**config.mk**
```make
export PLATFORM = sky130hd
export DESIGN_NAME = rv32i_mc_control_unit
export DESIGN_NICKNAME = d
export VERILOG_FILES = /design/src/rtl/rv32i_mc_control_unit.sv
export SDC_FILE = /design/constraint.sdc
export NUM_CORES = 1
export LEC_CHECK = 0
export CORE_MARGIN = 1
export CORE_UTILIZATION = 37
export CTS_CLUSTER_SIZE = 12
export DETAILED_ROUTE_END_ITERATION = 12
export PLACE_DENSITY = 0.79
export SETUP_SLACK_MARGIN = 0.15
export SLEW_MARGIN = 0
export SYNTH_ARGS = -nofsm -noshare
export SYNTH_HDL_FRONTEND = slang
export SYNTH_SLANG_ARGS = --single-unit
```
**constraint.sdc**
```tcl
create_clock -name clk -period 2.2 [get_ports clk]
set_input_delay 0.55 -clock clk [delete_from_list [all_inputs] [get_ports clk]]
set_output_delay 0.55 -clock clk [all_outputs]
set_load 0.05 [all_outputs]
```
**src/rtl/rv32i_mc_control_unit.sv**
```systemverilog
// Multi-cycle control sequencer for the RV32I datapath.
// The ALU and mux selects are decoded combinationally from instrCode in every state.
// Write-back, PC load, PC-source and bus controls are driven only in the final cycle
// of an instruction or while a bus transaction is in progress.
// Loads and stores use a busReq/busReady handshake. The handshake aborts after
// BUS_TIMEOUT cycles without a ready.
module rv32i_mc_control_unit #(
    parameter int BUS_TIMEOUT = 16
) (
    input  logic        clk,
    input  logic        reset,
    input  logic [31:0] instrCode,
    input  logic        busReady,
    output logic        regFileWe,
    output logic        aluSrcMuxSel,
    output logic [3:0]  aluControl,
    output logic [2:0]  RFWDSrcMuxSel,
    output logic        branch,
    output logic        jal,
    output logic        jalr,
    output logic        pcEn,
    output logic        busReq,
    output logic        busWe,
    output logic [1:0]  busSize,
    output logic        illegalInstr,
    output logic        busError
);

    localparam int CNT_W = $clog2(BUS_TIMEOUT + 1);

    localparam logic [6:0] OP_R     = 7'b0110011;
    localparam logic [6:0] OP_I     = 7'b0010011;
    localparam logic [6:0] OP_L     = 7'b0000011;
    localparam logic [6:0] OP_S     = 7'b0100011;
    localparam logic [6:0] OP_B     = 7'b1100011;
    localparam logic [6:0] OP_LUI   = 7'b0110111;
    localparam logic [6:0] OP_AUIPC = 7'b0010111;
    localparam logic [6:0] OP_JAL   = 7'b1101111;
    localparam logic [6:0] OP_JALR  = 7'b1100111;

    typedef enum logic [3:0] {
        FETCH, DECODE, R_EXE, I_EXE, LU_EXE, AU_EXE, B_EXE,
        J_EXE, JL_EXE, S_EXE, S_MEM, L_EXE, L_MEM, ILLEGAL
    } state_t;

    state_t            state_q, state_d;
    logic [CNT_W-1:0]  cnt_q, cnt_d;

    logic [6:0] opcode;
    logic [2:0] funct3;
    logic       funct7_5;
    logic       mem_timeout;
    logic       unused_instr_bits;

    assign opcode            = instrCode[6:0];
    assign funct3            = instrCode[14:12];
    assign funct7_5          = instrCode[30];
    assign busSize           = instrCode[13:12];
    assign mem_timeout       = (cnt_q == CNT_W'(BUS_TIMEOUT - 1));
    assign unused_instr_bits = ^{instrCode[31], instrCode[29:15], instrCode[11:7]};

    // Combinational datapath decode, independent of the sequencer state.
    always_comb begin
        aluControl    = 4'b0000;
        aluSrcMuxSel  = 1'b0;
        RFWDSrcMuxSel = 3'd0;
        unique case (opcode)
            OP_R:     aluControl = {funct7_5, funct3};
            OP_I: begin
                aluControl   = {(funct3 == 3'b101) ? funct7_5 : 1'b0, funct3};
                aluSrcMuxSel = 1'b1;
            end
            OP_B:     aluControl = {1'b0, funct3};
            OP_L: begin
                aluSrcMuxSel  = 1'b1;
                RFWDSrcMuxSel = 3'd1;
            end
            OP_S:     aluSrcMuxSel = 1'b1;
            OP_LUI:   RFWDSrcMuxSel = 3'd2;
            OP_AUIPC: RFWDSrcMuxSel = 3'd3;
            OP_JAL:   RFWDSrcMuxSel = 3'd4;
            OP_JALR: begin
                aluSrcMuxSel  = 1'b1;
                RFWDSrcMuxSel = 3'd4;
            end
            default: ;
        endcase
    end

    // State and bus-timeout counter registers; asynchronous reset returns to FETCH.
    always_ff @(posedge clk or posedge reset) begin
        if (reset) begin
            state_q <= FETCH;
            cnt_q   <= '0;
        end else begin
            state_q <= state_d;
            cnt_q   <= cnt_d;
        end
    end

    // Next-state selection and state-gated control outputs.
    always_comb begin
        state_d      = state_q;
        cnt_d        = cnt_q;
        regFileWe    = 1'b0;
        pcEn         = 1'b0;
        branch       = 1'b0;
        jal          = 1'b0;
        jalr         = 1'b0;
        busReq       = 1'b0;
        busWe        = 1'b0;
        illegalInstr = 1'b0;
        busError     = 1'b0;
        unique case (state_q)
            FETCH:  state_d = DECODE;
            DECODE: begin
                unique case (opcode)
                    OP_R:     state_d = R_EXE;
                    OP_I:     state_d = I_EXE;
                    OP_L:     state_d = L_EXE;
                    OP_S:     state_d = S_EXE;
                    OP_B:     state_d = B_EXE;
                    OP_LUI:   state_d = LU_EXE;
                    OP_AUIPC: state_d = AU_EXE;
                    OP_JAL:   state_d = J_EXE;
                    OP_JALR:  state_d = JL_EXE;
                    default:  state_d = ILLEGAL;
                endcase
            end
            R_EXE, I_EXE, LU_EXE, AU_EXE: begin
                regFileWe = 1'b1;
                pcEn      = 1'b1;
                state_d   = FETCH;
            end
            B_EXE: begin
                branch  = 1'b1;
                pcEn    = 1'b1;
                state_d = FETCH;
            end
            J_EXE: begin
                jal       = 1'b1;
                regFileWe = 1'b1;
                pcEn      = 1'b1;
                state_d   = FETCH;
            end
            JL_EXE: begin
                jalr      = 1'b1;
                regFileWe = 1'b1;
                pcEn      = 1'b1;
                state_d   = FETCH;
            end
            S_EXE: begin
                cnt_d   = '0;
                state_d = S_MEM;
            end
            L_EXE: begin
                cnt_d   = '0;
                state_d = L_MEM;
            end
            S_MEM, L_MEM: begin
                busReq = 1'b1;
                busWe  = (state_q == S_MEM);
                if (busReady) begin
                    // A ready in the final timeout cycle still completes normally.
                    pcEn      = 1'b1;
                    regFileWe = (state_q == L_MEM);
                    state_d   = FETCH;
                end else if (mem_timeout) begin
                    busError = 1'b1;
                    pcEn     = 1'b1;
                    state_d  = FETCH;
                end else begin
                    cnt_d = cnt_q + CNT_W'(1);
                end
            end
            ILLEGAL: begin
                illegalInstr = 1'b1;
                pcEn         = 1'b1;
                state_d      = FETCH;
            end
            default: state_d = FETCH;
        endcase
    end

endmodule

```
==> impl_metrics.json <==
{
  "hold_viol": 0,
  "overflow": 0,
  "root_buffer": "clkbuf_4",
  "worst_path_max_delay_cell": "dfrtp_1",
  "ys_seq_elements": 9,
  "dpl_worst_slack_ps": -319,
  "fp-row-count": 17,
  "slew_viol_final": 0,
  "cp_max_fo": 4,
  "nNetsFinal": 209,
  "yosysUniqueCellTypes": 39,
  "dieWidth_um": 51.4,
  "slew_headroom_pct": 72.0,
  "synth_top_family_by_area": "simple AND/OR/NAND/NOR gates",
  "skew_ps": 2.61,
  "combinationalPowerShare_pct": 73.4,
  "gp_congestion": 0.750,
  "synth_top_cells_by_count": "9 x and3_1, 9 x dfrtp_1, 9 x nand2_1",
  "port_buffers": 32,
  "synth_edf_count": 0,
  "synth_flop_cell": "dfrtp_1",
  "finalCriticalPeriod_ps": 2330,
  "fp.dieArea_um2": 2640,
  "leakage_nw": 0.858,
  "power_switching_uw": 729,
  "wl_per_cell_um": 16.3,
  "coreArea_um2": 2250,
  "fill_cells": 141,
  "path_clk_slew_ps": 60,
  "powerDensity_nw_per_um2": 870,
  "cts_tree": "built",
  "grtUsageMet2_pct": 51.1,
  "syn-num-nets": 147,
  "io_pins": 54,
  "syn_area_um2": 903,
  "ctsHtreeMaxLevel": 1,
  "yosys.area_share.simple_pct": 41.1,
  "hp-class": "register to register",
  "critical_path.max_stage_delay_ps": 370,
  "rsz0062_at_grt": "true",
  "synth_top_area_share_pct": 24.9,
  "grt_pass1_vias": 1152,
  "finalWorstSetupSlack_ps": -127,
  "met3_usage_pct": 2.38,
  "antenna_found_initial": 0,
  "final_cells": 199,
  "place_hpwl_um": 1980,
  "clockPowerShare_pct": 7.9,
  "insertion_delay_ps": 260,
  "dpl.cell_count": 179,
  "ctsHoldBuffers": 0,
  "drive_above_1_share_pct": 55.6,
  "drt_first_iter_violations": 29,
  "arrival_ps": 1780,
  "yosys_warnings": 0,
  "final-setup-viol-count": 2,
  "cts_buffers": 3,
  "cts_num_sinks": 9,
  "cp_top_family": "compound AO/OA/AOI/OAI gates",
  "end_kind": "output port",
  "synthMuxAreaShare_pct": 5.54,
  "synthAdderAreaFrac_pct": 2.77,
  "violations": "setup timing",
  "p_int_uw": 860,
  "track_usage_pct": 24.6,
  "grt_max_degree": 15,
  "synth_cells": 110,
  "worst_setup_path_start_kind": "register",
  "syn2layout_area_growth_pct": 102,
  "p_seq_share_pct": 18.7,
  "timing.setup.tns_ps": -172,
  "yosysSeqAreaShare_pct": 24.9,
  "grt_pass1_wl_um": 4820,
  "viasPerCell": 5.60,
  "critPathKind": "register to output port",
  "critical_path.cell_chain": "ha_2 -> and3_4 -> ha_4 -> nor2_2 -> a22o_1 -> a21oi_4 -> buf_12",
  "ant_nets": 0,
  "fmax_mhz": 430,
  "vias": 1115,
  "ys_top_cells_by_area": "dfrtp_1 25%, and3_1 6.2%, mux2i_1 5.5%",
  "clk_path_buf_depth": 2,
  "synth_xor_xnor_area_share_pct": 3.88,
  "start_util_pct": 40.1,
  "multi_input_area_um2": 744,
  "seq_area_um2": 230,
  "fp.dieH_um": 51.4,
  "maxCapViolations": 0,
  "wirelength_um": 3250,
  "avgSynthCellArea_um2": 8.21,
  "first_pass_iters": 4,
  "synth_area_leader_cell": "dfrtp_1",
  "tightest_slew_ps": 416,
  "ir_drop_mv": 0.764,
  "grt_use_met1_pct": 23.1,
  "top_usage_layer": "met2",
  "utilization_pct": 81.0,
  "num_antenna_cells": 0,
  "synth_compound_area_share_pct": 13.6,
  "drc_errors": 0,
  "crit_required_ps": 1650,
  "worst-path-buf-inv": 1,
  "fin_crit_sh_pct": 106,
  "p_sw_share_pct": 45.9,
  "async_reset_ff_share_pct": 100,
  "outcome": "finished with violations"
}
layer usage:
| metal | routed length [um] | up-vias |
|---|---|---|
| met4 | 97 | 0 |
| met2 | 1830 | 54 |
| li1 | - | 514 |
| met1 | 1180 | 537 |
| met3 | 145 | 10 |
| met5 | 0 | - |
worst reg2reg max path: cells and delay by family, from the launching register on:
kind,cells,cell delay (ps)
adders and majority gates,2,380
muxes,1,180
and+or+nand+nor,3,790
buffers and inverters,1,130
DFF,1,400
flip-flops by register name (all words and copies together), names as in the netlist:
signal and flops:
cnt_q 5, state_q 4
cell usage in the layout, fill, tap and decap left out, types with 4 or more instances in the layout:
cell type,n
buf_4,31
buf_12,18
nand2_1,7
and3_1,6
nor2b_1,5
mux2i_1,5
inv_1,5
dfrtp_1,5
dlygate4sd2_1,5
buf_6,5
nand3b_1,4
nand3_1,4
buf_2,4
dfrtp_2,4
area by class of cell:
class	count	share of cell area [%]
multi-input combinational	86	40.8
timing repair buffer	67	42.3
inverter	5	1.03
sequential	9	12.6
clock buffer	4	1.44
tap	28	1.92
power by group through the flow:
stage,sequential (mW),clock [mW],combinational (mW)
floorplan,0.253,0,0.618
global placement,0.323,0,0.889
detailed placement,0.330,0,0.923
CTS,0.307,0.125,0.999
global route,0.303,0.135,1.22
finish,0.296,0.126,1.17
path summary, 6_finish.rpt:
kind	start	to	slack (ps)	depth (start not counted)
worst min-delay path	cnt_q[2]$_DFFE_PP0P_	cnt_q[2]$_DFFE_PP0P_	520	1
worst min register to register	cnt_q[2]$_DFFE_PP0P_	cnt_q[2]$_DFFE_PP0P_	520	1
worst max-delay path	cnt_q[0]$_DFFE_PP0P_	pcEn	-130	7
worst max register to register	cnt_q[0]$_DFFE_PP0P_	cnt_q[0]$_DFFE_PP0P_	210	7
min in group asynchronous	reset	cnt_q[4]$_DFFE_PP0P_	610	2
max in group asynchronous	reset	state_q[3]$_DFFE_PP0P_	1310	2
cells by family after synthesis:
kind of cell	count (synthesis)
AOI/OAI and AO/OA	18
xor gates and xnor gates	4
adders and majority gates	2
buffers and inverters	15
DFF	9
muxes	5
and+or+nand+nor	57
through the flow:
step	hold WS (ps)	power (mW)	area, um^2
final	522	1.59	1830
after global routing	550	1.66	1830
after CTS	537	1.43	1720
after detailed placement	499	1.25	1580
after global placement	474	1.21	1580
after floorplan	378	0.871	951
timing repair:
action                                  CTS  global route
pin swaps                                11             4
resized for setup                        50            12
setup buffers                             6            10
endpoints found under the setup margin   12            12
cloned                                    0             0
Note: power is estimated with default switching activity, not from simulation.
